File: config.mk
export PLATFORM = sky130hd
export DESIGN_NAME = wave_uart_streamer
export DESIGN_NICKNAME = d
export VERILOG_FILES = /design/src/rtl/wave_uart_streamer.sv
export SDC_FILE = /design/constraint.sdc
export NUM_CORES = 1
export LEC_CHECK = 0
export CAP_MARGIN = 20
export CORE_MARGIN = 4
export CORE_UTILIZATION = 55
export DETAILED_ROUTE_END_ITERATION = 6
export PLACE_DENSITY = 0.76
export SETUP_SLACK_MARGIN = 0.2
export SLEW_MARGIN = 20
export SYNTH_ARGS = -nofsm -noshare
export SYNTH_HDL_FRONTEND = slang
export SYNTH_SLANG_ARGS = --single-unit
File: constraint.sdc
create_clock -name clk -period 2.76 [get_ports clk]
set_input_delay 0.552 -clock clk [delete_from_list [all_inputs] [get_ports clk]]
set_output_delay 0.552 -clock clk [all_outputs]
set_load 0.02 [all_outputs]
File: src/rtl/wave_uart_streamer.sv
// Sample FIFO feeding an 8N1 UART transmitter; samples arriving while the FIFO
// is full are dropped and counted in a saturating overflow counter.
module wave_uart_streamer #(
   parameter int CLK_HZ     = 100_000_000,
   parameter int BAUD       = 9600,
   parameter int FIFO_DEPTH = 16,
   parameter int CNT_W      = $clog2(FIFO_DEPTH) + 1
) (
   input  logic             clk,
   input  logic             reset_n,
   input  logic             enable,
   input  logic             sample_valid,
   input  logic [7:0]       sample_data,
   output logic             TxD,
   output logic             busy,
   output logic [CNT_W-1:0] fifo_count,
   output logic             fifo_full,
   output logic [7:0]       overflow_cnt
);

   // state | meaning
   // IDLE  | line high; pops the FIFO head when anything is queued
   // START | start bit (low) for one bit time
   // DATA  | eight data bits, LSB first
   // STOP  | stop bit (high) for one bit time

   localparam int BAUD_DIV = CLK_HZ / BAUD;
   localparam int BW       = (BAUD_DIV > 2) ? $clog2(BAUD_DIV) : 1;
   localparam int PTR_W    = $clog2(FIFO_DEPTH);
   localparam logic [BW-1:0]    BAUD_LAST = BW'(BAUD_DIV - 1);
   localparam logic [CNT_W-1:0] DEPTH     = CNT_W'(FIFO_DEPTH);

   typedef enum logic [1:0] {IDLE, START, DATA, STOP} state_t;

   state_t             state, state_nxt;
   logic [7:0]         mem [FIFO_DEPTH];
   logic [PTR_W-1:0]   head, tail;
   logic [CNT_W-1:0]   count;
   logic [7:0]         shift;
   logic [BW-1:0]      baud_cnt;
   logic [2:0]         bit_idx;
   logic [7:0]         ovf;
   logic               full, push, drop, pop, baud_done;

   // Full is judged on the registered count, so a push coinciding with a pop
   // while full is still dropped.
   assign full      = (count == DEPTH);
   assign push      = sample_valid & enable & ~full;
   assign drop      = sample_valid & enable & full;
   assign baud_done = (baud_cnt == BAUD_LAST);

   always_comb begin
      state_nxt = state;
      pop       = 1'b0;
      TxD       = 1'b1;
      busy      = 1'b1;
      case (state)
         IDLE: begin
            busy = 1'b0;
            if (count != '0) begin
               pop       = 1'b1;
               state_nxt = START;
            end
         end
         START: begin
            TxD = 1'b0;
            if (baud_done) state_nxt = DATA;
         end
         DATA: begin
            TxD = shift[0];
            if (baud_done && bit_idx == 3'd7) state_nxt = STOP;
         end
         STOP: begin
            if (baud_done) state_nxt = IDLE;
         end
         default: state_nxt = IDLE;
      endcase
   end

   always_ff @(posedge clk) begin
      if (push) mem[tail] <= sample_data;
   end

   always_ff @(posedge clk) begin
      if (!reset_n) begin
         state    <= IDLE;
         head     <= '0;
         tail     <= '0;
         count    <= '0;
         shift    <= '0;
         baud_cnt <= '0;
         bit_idx  <= '0;
         ovf      <= '0;
      end else begin
         state <= state_nxt;

         if (push) tail <= tail + 1'b1;

         if (pop) begin
            shift    <= mem[head];
            head     <= head + 1'b1;
            baud_cnt <= '0;
            bit_idx  <= '0;
         end else if (state != IDLE) begin
            if (baud_done) begin
               baud_cnt <= '0;
               if (state == DATA) begin
                  bit_idx <= bit_idx + 3'd1;
                  shift   <= shift >> 1;
               end
            end else begin
               baud_cnt <= baud_cnt + 1'b1;
            end
         end

         case ({push, pop})
            2'b10:   count <= count + 1'b1;
            2'b01:   count <= count - 1'b1;
            default: count <= count;
         endcase

         if (drop && ovf != 8'hFF) ovf <= ovf + 8'd1;
      end
   end

   assign fifo_count   = count;
   assign fifo_full    = full;
   assign overflow_cnt = ovf;

endmodule

==> impl_metrics.yaml <==
timing:
  clock_skew_ns: 0.0132
  rsz0062_at_grt: "no"
  min_period_ns: 2.44
  max_slew.worst_pin.slew_ns: 0.690
  maxSlewViolCount: 0
  fin_tns_setup_ns: 0
  timing.fmax_mhz: 410
  fin_crit_sh_pct: 88.3
  setup_viol: 0
  slew-limit-headroom_pct: 53.6
  worst_hold_slack_ns: 0.483
  finalHoldViolCount: 0
floorplan:
  io_pins: 28
  start_util_pct: 56.5
  die_h_um: 125
  floorplan.rows: 42
  coreArea_sq_um: 13300
  die_w_um: 125
  die-area_sq_um: 15700
grt:
  antenna_found_initial: 0
  track_usage_pct: 19.3
  grt_max_degree: 27
  grt_overflow: 0
  grt_pass1_wl_mm: 23.4
  first_global_vias: 4305
setup_path:
  worstPathCellList: "clkdlybuf4s50_1, and2_1, a21boi_4, inv_2, ha_4, xor2_1, ha_2, nor2_1, nor3b_2, o21ai_1, o311a_1, o311ai_0"
  critPathCaptureType: "flip-flop"
  r2r_end: "fifo_count[4]"
  worstPathArrival_ns: 2.76
  start_kind: "input port"
  cp_max_fo: 3
  worstReg2RegStart: "fifo_count[0]"
  cp_data_required_time_ns: 3.08
  crit_slowest_cell: "clkdlybuf4s50_1"
  crit_type: "input port to flip-flop"
  r2r_cells: 12
  cpPeakStageDelay_ns: 0.46
  cp_top_family: "compound AO/OA/AOI/OAI gates"
  rrSetupSlack_ns: 0.35
  worstSetupStartpoint: "sample_valid"
  crit_buf_inv: 2
synthesis:
  avgSynthCellArea_sq_um: 15.2
  yosysWarnings: 0
  ys_ff_latch: 180
  syn_inst: 496
  synth_top_area_share_pct: 51.0
  async_flop_share_pct: 0
  synthDistinctLibCells: 52
  synth_nets: 526
  synth-main-ff-cell: "edfxtp_1"
  synth_area_leaders: "edfxtp_1, dfxtp_1, mux4_2, ha_1, nor2_1"
  syn_area_sq_um: 7540
  synth_top_cell_by_area: "edfxtp_1"
  synth_edf_count: 128
  synth_seq_area_share_pct: 64.8
routing:
  drtPass1Iterations: 4
  wire_per_inst_um: 19.0
  drt-total-wl_mm: 14.1
  via_count: 4254
  viasPerCell: 5.73
  final_antenna_net_count: 0
  drc_errors: 0
  drt_iter0_drc: 388
cts:
  cts_root_buffer: "clkbuf_16"
  cts.htree.levels: 4
  cts_sinks: 180
  clk-insertion-delay-late_ns: 0.43
  ctsHoldBuffers: 0
  cts_tree: "yes"
  clk_pin_slew_ns: 0.07
  cts_buffers: 17
  clockBufferDepth: 2
power_and_ir_drop:
  power_leakage_nw: 2.92
  power.total_mw: 7.43
  peakVddDrop_v: 0.000487
  p_per_area_nw_per_um2: 843
layout:
  final_util_pct: 66.0
  final_nets: 583
  n_antenna_cell: 0
  drive_above_1_share_pct: 22.6
  fillerInstances: 924
  synthToLayoutAreaGrowth_pct: 16.9
min_path:
  worstHoldStart: "shift[7]"
  hold_path_depth: 2
  min_to: "shift[7]"
  min_path_type: "flip-flop to flip-flop"
run_status:
  status: "complete, no violations"
placed_design:
  numPortBuffers: 27
  gp_congestion: 0.811
  place_hpwl_mm: 9.23
flow_run:
  cap_viol_max_count: 0
-- cell type report --
class / instances / area [sq um] / share of cell area [%]
clock buffer: 17 / 425 / 4.83
clock inverter: 15 / 159 / 1.80
inverter: 12 / 47.5 / 0.539
multi-input combinational: 282 / 2550 / 28.9
sequential: 180 / 4890 / 55.5
tap: 176 / 220 / 2.50
timing repair buffer: 60 / 523 / 5.93
-- how the worst max path moves through the flow --
| stage | to | slack, ns | depth (start not counted) |
|---|---|---|---|
| after floorplan | fifo_count[4] | 0.24 | 12 |
| after global placement | fifo_count[4] | -0.007 | 11 |
| after detailed placement | fifo_count[4] | -0.09 | 12 |
| after CTS | TxD | 0.21 | 4 |
| after global routing | fifo_count[4] | 0.19 | 12 |
| final | fifo_count[4] | 0.32 | 12 |
-- metrics by stage --
stage	cell area, sq um	setup slack (ns)	cells
6_report	8820	0.322	742
5_1_grt	8820	0.190	742
4_1_cts	8800	0.205	742
3_5_place_dp	8210	-0.0911	709
3_3_place_gp	8210	-0.00676	709
2_1_floorplan	7600	0.241	496
-- worst min-delay path: cells and delay by family (launching register included) --
kind / cells / cell delay (ns)
flops: 1 / 0.32
compound gates: 1 / 0.06
simple gates: 1 / 0.06
-- what timing repair did --
item                                    CTS  global route
endpoints found under the setup margin    2             3
gates resized for setup                   0             5
pin swaps                                 1             0
buffers inserted                          1             0
-- cell usage in the layout (no fill, tap or decap), types with 6 or more instances in the layout --
cell	synthesis	layout
o221ai_1	6	6
nand2_1	25	25
edfxtp_1	128	128
nor3_1	10	10
ha_1	18	15
mux2i_1	18	18
a21oi_1	7	6
clkdlybuf4s50_1	0	25
buf_4	4	33
clkbuf_16	0	17
xor2_1	15	15
nand3_1	11	11
nand2b_1	6	6
inv_1	11	9
nand4_1	6	6
mux4_2	34	34
dfxtp_1	52	46
xnor2_1	14	14
mux2_2	6	6
nor2_1	51	51
-- state kept, by name, indices dropped and copies added (netlist names), named ones only --
name,flops
baud_cnt,14
bit_idx,3
fifo_count,5
head,4
mem,128
overflow_cnt,8
shift,8
state,2
tail,4
-- logic make-up after synthesis --
kind of cell	share of synthesized area, %
DFF	64.8
and+or+nand+nor	10.1
muxes	13.4
AOI/OAI and AO/OA	3.42
buffers and inverters	1.97
xor gates and xnor gates	3.37
adders and majority gates	2.99
-- synthesized netlist by cell type (all sizes together) (3+ instances only) --
| library cell | instances |
|---|---|
| or3 | 4 |
| nand2b | 6 |
| a21oi | 7 |
| nand3b | 4 |
| edfxtp | 128 |
| buf | 9 |
| dfxtp | 52 |
| clkbuf | 13 |
| xor2 | 15 |
| ha | 18 |
| o21ai | 6 |
| o221ai | 6 |
| nand4 | 6 |
| nor4 | 5 |
| mux2i | 18 |
| and3 | 4 |
| nand3 | 11 |
| nand4b | 3 |
| xnor2 | 14 |
| and2 | 3 |
| mux4 | 34 |
| inv | 11 |
| nor2 | 51 |
| mux2 | 6 |
| nor3 | 10 |
| nand2 | 25 |
-- layer usage --
metal | global-route usage (%) | wire length (um)
met2 | 31.2 | 7160
met5 | 0 | 0
met3 | 4.78 | 593
met4 | 7.02 | 196
met1 | 25.8 | 6150
-- power breakdown --
group	leakage [nW]	total [mW]	internal (mW)	switching [mW]
sequential	1.58	3.24	3.05	0.186
combinational	1.06	1.82	0.879	0.945
clock	0.284	2.37	1.28	1.09
total	2.92	7.43	5.22	2.22
(Power assumes the default switching activity.)
